<file path="src/rtl/canvas_port_arbiter.sv">
// canvas_port_arbiter
//   Owns the single-port canvas RGB memory behind the paint display and
//   arbitrates one access per cycle between three requesters:
//     display read (highest) > clear sweep write > brush write.
//   Every access chosen in cycle T appears on the registered mem_* outputs
//   at T+1. Display data returns on disp_rgb/disp_valid exactly 3 cycles
//   after the pix_en request.
//
// Ports
//   Clk, Reset            clock, synchronous active-high reset
//   pix_en, DrawX, DrawY  display pixel request (screen coordinates)
//   disp_rgb, disp_valid  display result, 3-cycle latency
//   brush_*               canvas-relative brush write, req/ack handshake
//   clear_req, clear_rgb  start a full-canvas sweep with the given colour
//   busy, clear_done      sweep in progress / end-of-sweep pulse
//   mem_addr/we/wdata     registered memory command
//   mem_rdata             synchronous read data (one cycle after mem_addr)

module canvas_port_arbiter #(
    parameter int CANVAS_X0 = 100,
    parameter int CANVAS_Y0 = 100,
    parameter int CANVAS_W  = 440,
    parameter int CANVAS_H  = 280,
    parameter int ADDR_W    = 17
) (
    input  logic              Clk,
    input  logic              Reset,
    input  logic              pix_en,
    input  logic [9:0]        DrawX,
    input  logic [9:0]        DrawY,
    output logic [23:0]       disp_rgb,
    output logic              disp_valid,
    input  logic              brush_req,
    input  logic [8:0]        brush_x,
    input  logic [8:0]        brush_y,
    input  logic [23:0]       brush_rgb,
    output logic              brush_ack,
    input  logic              clear_req,
    input  logic [23:0]       clear_rgb,
    output logic              busy,
    output logic              clear_done,
    output logic [ADDR_W-1:0] mem_addr,
    output logic              mem_we,
    output logic [23:0]       mem_wdata,
    input  logic [23:0]       mem_rdata
);

    // Sweep states. FINISH is the one cycle after the last clear write has
    // reached the memory port; the sweep only reports done after that.
    localparam logic [1:0] S_IDLE   = 2'd0;
    localparam logic [1:0] S_CLEAR  = 2'd1;
    localparam logic [1:0] S_FINISH = 2'd2;

    localparam logic [9:0]        X_LO      = 10'(CANVAS_X0);
    localparam logic [9:0]        X_HI      = 10'(CANVAS_X0 + CANVAS_W);
    localparam logic [9:0]        Y_LO      = 10'(CANVAS_Y0);
    localparam logic [9:0]        Y_HI      = 10'(CANVAS_Y0 + CANVAS_H);
    localparam logic [8:0]        BRUSH_W   = 9'(CANVAS_W);
    localparam logic [8:0]        BRUSH_H   = 9'(CANVAS_H);
    localparam logic [ADDR_W-1:0] ROW_PITCH = ADDR_W'(CANVAS_W);
    localparam logic [ADDR_W-1:0] LAST_ADDR = ADDR_W'(CANVAS_W * CANVAS_H - 1);

    logic [1:0]        state_q, state_d;
    logic [ADDR_W-1:0] cnt_q, cnt_d;
    logic [23:0]       clr_rgb_q, clr_rgb_d;
    logic              busy_q, busy_d;
    logic              done_q, done_d;
    logic              ack_q, ack_d;
    logic [ADDR_W-1:0] mem_addr_q, mem_addr_d;
    logic              mem_we_q, mem_we_d;
    logic [23:0]       mem_wdata_q, mem_wdata_d;
    // vld_pipe[0]: request registered (T+1), [1]: data on mem_rdata (T+2),
    // [2]: result on disp_rgb (T+3). hit_pipe tracks in-canvas for [0],[1].
    logic [2:0]        vld_pipe_q, vld_pipe_d;
    logic [1:0]        hit_pipe_q, hit_pipe_d;
    logic [23:0]       disp_rgb_q, disp_rgb_d;

    logic              pix_hit;
    logic              brush_in;
    logic              brush_grant;
    logic [9:0]        disp_dx, disp_dy;
    logic [ADDR_W-1:0] disp_addr, brush_addr;

    assign pix_hit = pix_en && (DrawX >= X_LO) && (DrawX < X_HI)
                            && (DrawY >= Y_LO) && (DrawY < Y_HI);
    assign disp_dx   = DrawX - X_LO;
    assign disp_dy   = DrawY - Y_LO;
    assign disp_addr = ADDR_W'(disp_dy) * ROW_PITCH + ADDR_W'(disp_dx);

    assign brush_in   = (brush_x < BRUSH_W) && (brush_y < BRUSH_H);
    assign brush_addr = ADDR_W'(brush_y) * ROW_PITCH + ADDR_W'(brush_x);

    // A pending clear_req takes the idle slot, and a request still visible
    // during its own ack cycle is not granted a second time.
    assign brush_grant = (state_q == S_IDLE) && brush_req && !pix_hit
                         && !clear_req && !ack_q;

    always_comb begin
        state_d     = state_q;
        cnt_d       = cnt_q;
        clr_rgb_d   = clr_rgb_q;
        done_d      = 1'b0;
        ack_d       = 1'b0;
        mem_addr_d  = mem_addr_q;
        mem_we_d    = 1'b0;
        mem_wdata_d = mem_wdata_q;

        case (state_q)
            S_IDLE: begin
                if (clear_req) begin
                    state_d   = S_CLEAR;
                    cnt_d     = '0;
                    clr_rgb_d = clear_rgb;
                end
            end
            S_CLEAR: begin
                if (!pix_hit) begin
                    cnt_d = cnt_q + ADDR_W'(1);
                    if (cnt_q == LAST_ADDR) state_d = S_FINISH;
                end
            end
            S_FINISH: begin
                state_d = S_IDLE;
                done_d  = 1'b1;
            end
            default: state_d = S_IDLE;
        endcase

        // Port mux: a display read owns the slot; otherwise the sweep, then
        // the brush. Out-of-range brush requests are acked without a write.
        if (pix_hit) begin
            mem_addr_d = disp_addr;
        end else if (state_q == S_CLEAR) begin
            mem_addr_d  = cnt_q;
            mem_we_d    = 1'b1;
            mem_wdata_d = clr_rgb_q;
        end else if (brush_grant) begin
            ack_d = 1'b1;
            if (brush_in) begin
                mem_addr_d  = brush_addr;
                mem_we_d    = 1'b1;
                mem_wdata_d = brush_rgb;
            end
        end

        busy_d = (state_d != S_IDLE);

        vld_pipe_d = {vld_pipe_q[1:0], pix_en};
        hit_pipe_d = {hit_pipe_q[0], pix_hit};
        disp_rgb_d = disp_rgb_q;
        if (vld_pipe_q[1]) disp_rgb_d = hit_pipe_q[1] ? mem_rdata : 24'h0;
    end

    always_ff @(posedge Clk) begin
        if (Reset) begin
            state_q     <= S_IDLE;
            cnt_q       <= '0;
            clr_rgb_q   <= '0;
            busy_q      <= 1'b0;
            done_q      <= 1'b0;
            ack_q       <= 1'b0;
            mem_addr_q  <= '0;
            mem_we_q    <= 1'b0;
            mem_wdata_q <= '0;
            vld_pipe_q  <= '0;
            hit_pipe_q  <= '0;
            disp_rgb_q  <= '0;
        end else begin
            state_q     <= state_d;
            cnt_q       <= cnt_d;
            clr_rgb_q   <= clr_rgb_d;
            busy_q      <= busy_d;
            done_q      <= done_d;
            ack_q       <= ack_d;
            mem_addr_q  <= mem_addr_d;
            mem_we_q    <= mem_we_d;
            mem_wdata_q <= mem_wdata_d;
            vld_pipe_q  <= vld_pipe_d;
            hit_pipe_q  <= hit_pipe_d;
            disp_rgb_q  <= disp_rgb_d;
        end
    end

    assign disp_rgb   = disp_rgb_q;
    assign disp_valid = vld_pipe_q[2];
    assign brush_ack  = ack_q;
    assign busy       = busy_q;
    assign clear_done = done_q;
    assign mem_addr   = mem_addr_q;
    assign mem_we     = mem_we_q;
    assign mem_wdata  = mem_wdata_q;

endmodule
</file>
<file path="config.mk">
export PLATFORM = sky130hd
export DESIGN_NAME = canvas_port_arbiter
export DESIGN_NICKNAME = d
export VERILOG_FILES = /design/src/rtl/canvas_port_arbiter.sv
export SDC_FILE = /design/constraint.sdc
export NUM_CORES = 1
export LEC_CHECK = 0
export CAP_MARGIN = 20
export CORE_MARGIN = 3
export CORE_UTILIZATION = 57
export CTS_BUF_LIST = sky130_fd_sc_hd__clkbuf_2
export DETAILED_ROUTE_END_ITERATION = 10
export HOLD_SLACK_MARGIN = 0.03
export PLACE_DENSITY = 0.9
export SYNTH_ARGS = -nofsm -noshare
export SYNTH_HDL_FRONTEND = slang
export SYNTH_SLANG_ARGS = --single-unit
</file>
<file path="constraint.sdc">
create_clock -name Clk -period 16.55 [get_ports Clk]
set_input_delay 3.31 -clock Clk [delete_from_list [all_inputs] [get_ports Clk]]
set_output_delay 3.31 -clock Clk [all_outputs]
set_load 0.1 [all_outputs]
</file>
[After elaboration in Yosys (flattened, before gate mapping)]
Index checks and enable logic that the tools add are counted.
Storage, ports and cells
  output and inout bits: 70
  input bits: 115
  bits in registers: 117
Cells by class
  bitwise gates (word level): 1
  eq/ne operators: 5
  reductions and logical operators: 25
  magnitude comparators: 6
  $add $sub $neg: 5
  multiply operators: 2
  multiplexer cells: 20
Operators by type and width (number)
  $mux 17: 6
  $mux 24: 4
  $pmux 17 s2: 1
  $ge 10x7->1 const B: 2
  $sub 10x7->10 const B: 2
  $lt 9x9->1 const B: 2
  $add 17x1->17 const B: 1
  $add 17x10->17: 1
  $add 17x9->17: 1
  $eq 17x17->1 const B: 1
  $mul 10x6->14 const B: 1
  $mul 9x6->14 const B: 1
  $lt 10x10->1 const B: 1
  $lt 10x9->1 const B: 1
  $logic_and 1x1->1: 9
  $reduce_bool 2->1: 4
  $mux 2: 3
  $reduce_and 3->1: 2
  $reduce_bool 3->1: 2
  $mux 1: 5
  $ne 2x2->1 const B: 2
  $pmux 2 s2: 1
  $reduce_and 2->1: 2
  $logic_not 1->1: 3
  other kinds (6): 6

[Depth between registers and ports, before layout]
Gate-level depths: netlist of the first run.
  word-level depth: 12
  depth in mapped cells: 22
  depth with buffers taken out: 21

[Worst setup path before layout of the first run]
Ideal clock, no wire load.
  path type: input port to flip-flop
  from: input port DrawY[2]
  to: register mem_addr_q[15], in the netlist mem_addr[15]
  arrival: 7.617 ns
  data required time: 16.459 ns
  library setup time: 0.091 ns
  setup slack: 8.842 ns
  stages on the path: 21
  cells stage by stage: inv_1 -> ha_1 -> nand2b_1 -> nand2_1 -> xnor2_1 -> inv_1 -> fa_1 -> inv_1 -> fa_1 -> inv_1 -> fa_1 -> inv_1 -> ha_1 -> a21o_1 -> nand2_1 -> nand3b_1 -> xnor2_1 -> nor3_4 -> nand2_1 -> or3_1 -> a311oi_1
On the way
  longest elaborated chain between the ends: 9
  elaborated cells between the ends (all ways): 15
  those cells by class: 2 x add/sub; 1 x mul; 2 x order compare; 1 x mux; 9 x reduce/logical
Ends and longest elaborated chain
  start: declaration: RTL line 30  | input logic [9:0] DrawY,
  parallel branches: the longest is 9 deep, another holds $add 17x10->17
  end signal: assignment: RTL line 175  | mem_addr_q <= mem_addr_d;
  end: declaration: RTL line 69  | logic [ADDR_W-1:0] mem_addr_q, mem_addr_d;
Several ways; the timed one is not identified.
A chain may end at the register's enable or synchronous reset.

[Worst setup path in the final report of the first run]
Ends and elaborated chain as after synthesis.

==> results of run 1 <==
[how the worst max path moves through the flow]
stage	from	slack (ns)	to
2_1_floorplan	DrawY[2]	8.84	mem_addr[15]
3_3_place_gp	DrawY[2]	8.00	mem_addr[15]
3_5_place_dp	DrawY[2]	7.77	mem_addr[15]
4_1_cts	DrawY[2]	8.49	mem_addr[15]
5_1_grt	DrawY[2]	8.10	mem_addr[15]
6_report	DrawY[2]	8.43	mem_addr[15]
[power by group through the flow]
| stage | registers [uW] | clock network (uW) | logic, uW |
|---|---|---|---|
| 2_1_floorplan | 407 | 0 | 653 |
| 3_3_place_gp | 316 | 0 | 894 |
| 3_5_place_dp | 316 | 0 | 922 |
| 4_1_cts | 310 | 229 | 928 |
| 5_1_grt | 313 | 245 | 1030 |
| 6_report | 310 | 227 | 929 |
[cells in the mapped netlist, drive strengths merged, types with 14 or more instances]
cell,number
dfxtp,117
xor2,30
o21ai,23
nand2,156
ha,75
clkbuf,37
a21oi,85
xnor2,38
nand3,15
a311oi,35
nor3,14
nor2b,35
nor2,114
inv,93
fa,39
[worst register-to-register path, stage by stage (launching register included)]
cell      delay (ns)
dfxtp_1         0.38
nor2_1          0.16
nand3_1         0.18
or3_1           0.69
or3_1           0.52
a311oi_1        0.28
a21oi_1         0.07
nor2_1          0.10
[cell families after synthesis]
group | synth area share, %
buffers and inverters | 6.359
adders and majority gates | 20.23
xor gates and xnor gates | 7.228
DFF | 27.56
muxes | 0.2355
and+or+nand+nor | 21.14
AOI/OAI and AO/OA | 17.25
[stage by stage]
step	hold WS, ns	instance area, sq um	total power, uW
global placement	0.4167	10420	1210
global route	0.4677	10780	1589
floorplan	0.4138	8499	1060
CTS	0.4602	10720	1468
finish	0.4594	10780	1466
detailed placement	0.4246	10420	1238
[state kept, by name, summed over array words and instances (netlist names)]
signal,flops
clr_rgb_q,24
disp_rgb,24
mem_wdata,24
cnt_q,17
mem_addr,17
vld_pipe_q,3
hit_pipe_q,2
state_q,2
brush_ack,1
busy,1
clear_done,1
mem_we,1
[routing by layer]
metal,up-vias,share of wire (%),track usage [%]
met3,38,5.7,4.500
met5,-,0,0
met1,3650,43,33.46
met2,268,49,46.98
li1,3897,-,-
met4,0,2.3,7.990
[placed cells by master, fill, tap and decap left out, drive strengths merged, types with 4 or more instances in the layout]
cell type and count:
or3 7, buf 7, nand2b 11, xor2 30
nor4 5, fa 39, o21ai 23, o2111ai 6
nand2 156, nor2b 35, o21a 6, xnor2 38
nor2 114, dfxtp 117, o211ai 6, inv 99
a21oi 85, nand3 15, and2 6, a311oi 35
a21o 9, nand4 6, a211oi 9, ha 75
nor3 14, and3 6, clkdlybuf4s50 183, a31oi 7
bufinv 4, clkbuf 17
[area by class of cell]
type                       instances  area, sq um  share of cell area [%]
multi-input combinational        792         5634                   52.26
clock inverter                    15        219.0                   2.031
tap                              180        225.2                   2.089
timing repair buffer             190         1924                   17.85
inverter                          93        349.1                   3.238
clock buffer                      17        85.08                  0.7891
antenna                            1        2.502                 0.02321
sequential                       117         2342                   21.72
==> results.sh, run 1 <==
export IMPL_status="finished, final reports clean"
export IMPL_slew_violations=0
export IMPL_slew_headroom_pct=22.54
export IMPL_reg2reg_depth=7
export IMPL_yosys_register_bits=117
export IMPL_synth_top_cell_by_area="dfxtp_1"
export IMPL_cpMostUsedCell="inv_1"
export IMPL_htree_levels=4
export IMPL_rows=43
export IMPL_crit_slowest_cell="clkdlybuf4s50_1"
export IMPL_power_switching_uw=680.5
export IMPL_antenna_found_initial=1
export IMPL_drc=0
export IMPL_grt_pass1_vias=7634
export IMPL_cp_depth=22
export IMPL_comb_power_share_pct=63.3
export IMPL_syn_avg_cell_area_sq_um=8.095
export IMPL_async_reset_ff_share_pct=0
export IMPL_tightest_slew_ns=1.162
export IMPL_ys_flop_type="dfxtp_1"
export IMPL_p_per_area_mw_per_mm2=136.0
export IMPL_port_buffers=184
export IMPL_cts_root_buf="clkbuf_2"
export IMPL_die_y_um=128.1
export IMPL_clkPwrFrac_pct=15.5
export IMPL_p_leak_uw=0.004501
export IMPL_syn_to_final_growth_pct=26.85
export IMPL_place_inst=1370
export IMPL_cp_max_fo=8
export IMPL_fmax_ghz=0.1232
export IMPL_start_util_pct=59.84
export IMPL_period_needed_ns=8.120
export IMPL_cp_num_buf_inv=6
export IMPL_r2r_end="mem_addr[6]"
export IMPL_cts_sinks=117
export IMPL_synthTopCellsByArea="dfxtp_1, ha_1, fa_1"
export IMPL_n_fill_cell=1031
export IMPL_layout_drive_gt1_share_pct=4.657
export IMPL_clock_latency_ns=0.67
export IMPL_p_int_uw=785.6
export IMPL_post_synth_top_area_fraction_pct=27.56
export IMPL_whs_path_depth=1
export IMPL_startpoint_type="primary input"
export IMPL_drtAntennaViolNets=0
export IMPL_ir_worst_vdd_mv=0.1290
export IMPL_hold_path_class="flip-flop to flip-flop"
export IMPL_first_pass_iters=6
export IMPL_fin_util_pct=75.91
export IMPL_grt_usage_pct=26.68
export IMPL_synth_edff_count=0
export IMPL_grt_overflow=0
export IMPL_cap_violations=0
export IMPL_whs_endpoint="vld_pipe_q[1]"
export IMPL_routedWlPerCell_um=15.74
export IMPL_end_kind="flip-flop"
export IMPL_clk_pin_slew_ns=0.19
export IMPL_synth_seq_area_share_pct=27.56
export IMPL_final_cells=1405
export IMPL_rsz0062_at_grt="false"
export IMPL_r2r_start="state_q[0]"
export IMPL_critPathArrivalTime_ns=8.71
export IMPL_reg2reg_setup_slack_ns=14.14
export IMPL_via_per_inst=5.589
export IMPL_fin_ws_ns=8.430
export IMPL_drt_iter0_markers=589
export IMPL_nets=1440
export IMPL_pin_count=185
export IMPL_crit_required_ns=17.14
export IMPL_final_period_utilization_pct=49.06
export IMPL_clk_path_buf_depth=2
export IMPL_wl_um=22110
export IMPL_synth_warnings=0
export IMPL_die_area_sq_mm=0.01641
export IMPL_pre_cts_ws_ns=7.768
export IMPL_setup_violations=0
export IMPL_max_stage_delay_ns=0.60
export IMPL_fin_tns_setup_ns=0
export IMPL_grt_max_degree=74
export IMPL_hold_buffers=0
export IMPL_cp_top_family="adder cells"
export IMPL_seq_power_share_pct=21.2
export IMPL_post_cts_resized=0
export IMPL_dieWidth_um=128.1
export IMPL_critical_path_class="primary input to flip-flop"
export IMPL_synth_area_sq_mm=0.008499
export IMPL_sw_frac_of_total_pct=46.42
export IMPL_vias=7853
export IMPL_cts_made_buffers=17
export IMPL_hold_path_startpoint="vld_pipe_q[0]"
export IMPL_cts_tree="done"
export IMPL_path_cells="clkdlybuf4s50_1 > inv_1 > ha_1 > nand2b_1 > nand2_1 > xnor2_1 > inv_1 > fa_1 > inv_1 > fa_1 > inv_1 > fa_1 > inv_1 > ha_1 > a21o_1 > nand2_1 > nand3b_1 > xnor2_1 > nor3_4 > nand2_1 > or3_1 > a311oi_1"
export IMPL_syn_inst=1050
export IMPL_dp_hpwl_um=16810
export IMPL_postCtsSetupRepairBufs=0
export IMPL_grt_pass1_wl_um=35890
export IMPL_core_area_sq_mm=0.01420
export IMPL_synth_cell_types=69
export IMPL_hold_violations=0
export IMPL_synth_fp_nets=1279
export IMPL_fin_skew_ns=0.01877
export IMPL_place_gp_congestion=0.8759
No activity file was read; power rests on OpenSTA's default activity.
==> run 2, diff against run 1 <==
--- a/config.mk
+++ b/config.mk
@@ -7,11 +7,11 @@
 export LEC_CHECK = 0
 export CAP_MARGIN = 20
 export CORE_MARGIN = 3
-export CORE_UTILIZATION = 57
+export CORE_UTILIZATION = 48
 export CTS_BUF_LIST = sky130_fd_sc_hd__clkbuf_2
 export DETAILED_ROUTE_END_ITERATION = 10
 export HOLD_SLACK_MARGIN = 0.03
-export PLACE_DENSITY = 0.9
+export PLACE_DENSITY = 0.81
 export SYNTH_ARGS = -nofsm -noshare
 export SYNTH_HDL_FRONTEND = slang
 export SYNTH_SLANG_ARGS = --single-unit
==> constraint.sdc (replaced) <==
create_clock -name Clk -period 7.35 [get_ports Clk]
set_input_delay 1.47 -clock Clk [delete_from_list [all_inputs] [get_ports Clk]]
set_output_delay 1.47 -clock Clk [all_outputs]
set_load 0.1 [all_outputs]
==> run 2 against run 1 <==
Power increased by 120%. Largest cell class unchanged. Setup slack got worse by 7.4 ns. Clock-buffer cell count increased by 1. Utilization decreased by 14 points. Die area increased by 18%. Final cell count increased by 3.2%. Flip-flop and latch count unchanged. Sequential share of layout area about the same. Via count decreased by 0.65%.
==> results.sh, run 2 (synthesized netlist as in run 1, its figures left out) <==
export IMPL_ir_worst_vdd_mv=0.2189
export IMPL_grt_overflow=0
export IMPL_grt_pass1_vias=7556
export IMPL_fin_ws_ns=1.045
export IMPL_hold_path_startpoint="hit_pipe_q[0]"
export IMPL_nets=1440
export IMPL_multi_input_comb_area_sq_mm=0.005634
export IMPL_drtAntennaViolNets=0
export IMPL_rsz0062_at_grt="false"
export IMPL_syn_to_final_growth_pct=26.59
export IMPL_cts_root_buf="clkbuf_2"
export IMPL_postCtsSetupRepairBufs=0
export IMPL_hold_buffers=0
export IMPL_n_fill_cell=1555
export IMPL_seqCellArea_sq_mm=0.002342
export IMPL_layout_drive_gt1_share_pct=4.657
export IMPL_tightest_slew_ns=1.075
export IMPL_setup_violations=0
export IMPL_startpoint_type="primary input"
export IMPL_slew_headroom_pct=28.13
export IMPL_die_y_um=139.1
export IMPL_core_area_sq_mm=0.01730
export IMPL_clk_pin_slew_ns=0.18
export IMPL_grt_usage_pct=22.37
export IMPL_final_cell_mix="clkdlybuf4s50_1, nand2_1, dfxtp_1"
export IMPL_pre_cts_ws_ns=0.4089
export IMPL_fin_tns_setup_ns=0
export IMPL_routedWlPerCell_um=15.06
export IMPL_rows=48
export IMPL_p_leak_uw=0.004466
export IMPL_critical_path_class="primary input to flip-flop"
export IMPL_end_kind="flip-flop"
export IMPL_fin_skew_ns=0.03837
export IMPL_grt_pass1_wl_um=36450
export IMPL_crit_required_ns=7.91
export IMPL_vias=7802
export IMPL_cts_sinks=117
export IMPL_fmax_ghz=0.1586
export IMPL_period_needed_ns=6.305
export IMPL_hold_path_class="flip-flop to flip-flop"
export IMPL_place_gp_congestion=0.8564
export IMPL_critPathArrivalTime_ns=6.87
export IMPL_port_buffers=184
export IMPL_final_period_utilization_pct=85.78
export IMPL_hold_violations=0
export IMPL_status="finished, final reports clean"
export IMPL_clock_latency_ns=0.66
export IMPL_cts_made_buffers=17
export IMPL_cts_tree="done"
export IMPL_drc=0
export IMPL_grt_max_degree=68
export IMPL_p_per_area_mw_per_mm2=302.8
export IMPL_post_cts_resized=0
export IMPL_dieWidth_um=139.1
export IMPL_htree_levels=4
export IMPL_r2r_start="state_q[0]"
export IMPL_cp_max_fo=8
export IMPL_start_util_pct=49.14
export IMPL_dp_hpwl_um=16890
export IMPL_drt_iter0_markers=483
export IMPL_wl_um=21840
export IMPL_pin_count=185
export IMPL_slew_violations=0
export IMPL_final_common_cell="clkdlybuf4s50_1"
export IMPL_via_per_inst=5.381
export IMPL_die_area_sq_mm=0.01934
export IMPL_cap_violations=0
export IMPL_cp_startpoint="DrawY[2]"
export IMPL_clk_path_buf_depth=2
export IMPL_antenna_found_initial=1
export IMPL_first_pass_iters=7
[run 2: final timing paths]
path	depth (start not counted)	slack [ns]	end
setup / recovery	22	1.05	mem_addr[15]
hold / removal	1	0.43	hit_pipe_q[1]
setup reg to reg	8	4.72	mem_wdata[14]
hold reg to reg	1	0.43	hit_pipe_q[1]
[run 2: layer usage]
layer | GRT usage [%] | up-vias | share of wire [%]
met5 | 0 | - | 0
met4 | 6.488 | 0 | 2.0
met3 | 4.966 | 30 | 6.3
met2 | 37.84 | 234 | 48
met1 | 28.80 | 3651 | 44
li1 | - | 3887 | -
[run 2: cell type report]
cell class	instances	area share [%]
Multi-Input combinational cell	792	52.37
Inverter	93	3.245
Tap cell	225	2.617
Sequential cell	117	21.77
Clock buffer	18	0.8373
Timing Repair Buffer	190	17.51
Clock inverter	14	1.628
Antenna cell	1	0.02326
[run 2: report_power, final]
part / switching, uW / internal (uW)
clock: 260 / 194
combinational: 1250 / 857
sequential: 26.2 / 674
total: 1530 / 1720
[run 2: critical path: stages]
cell             delay (ns)
clkdlybuf4s50_1        0.59
inv_1                  0.14
ha_1                   0.29
nand2b_1               0.14
nand2_1                0.11
xnor2_1                0.38
inv_1                  0.12
fa_1                   0.52
inv_1                  0.05
fa_1                   0.48
inv_1                  0.06
fa_1                   0.53
inv_1                  0.05
ha_1                   0.40
a21o_1                 0.21
nand2_1                0.07
nand3b_1               0.09
xnor2_1                0.21
nor3_4                 0.25
nand2_1                0.09
or3_1                  0.37
a311oi_1               0.24
[run 2: per-stage QoR]
step / cell area, sq um / hold slack (ns) / utilization, % / total power (uW) / std cells
2_1_floorplan: 8499 / 0.4138 / - / 2387 / 1050
3_3_place_gp: 10490 / 0.4192 / 60.66 / 2753 / 1417
3_5_place_dp: 10490 / 0.4273 / 60.66 / 2808 / 1417
4_1_cts: 10760 / 0.4314 / 62.19 / 3270 / 1449
5_1_grt: 10760 / 0.4439 / 62.20 / 3526 / 1450
6_report: 10760 / 0.4294 / 62.20 / 3258 / 1450
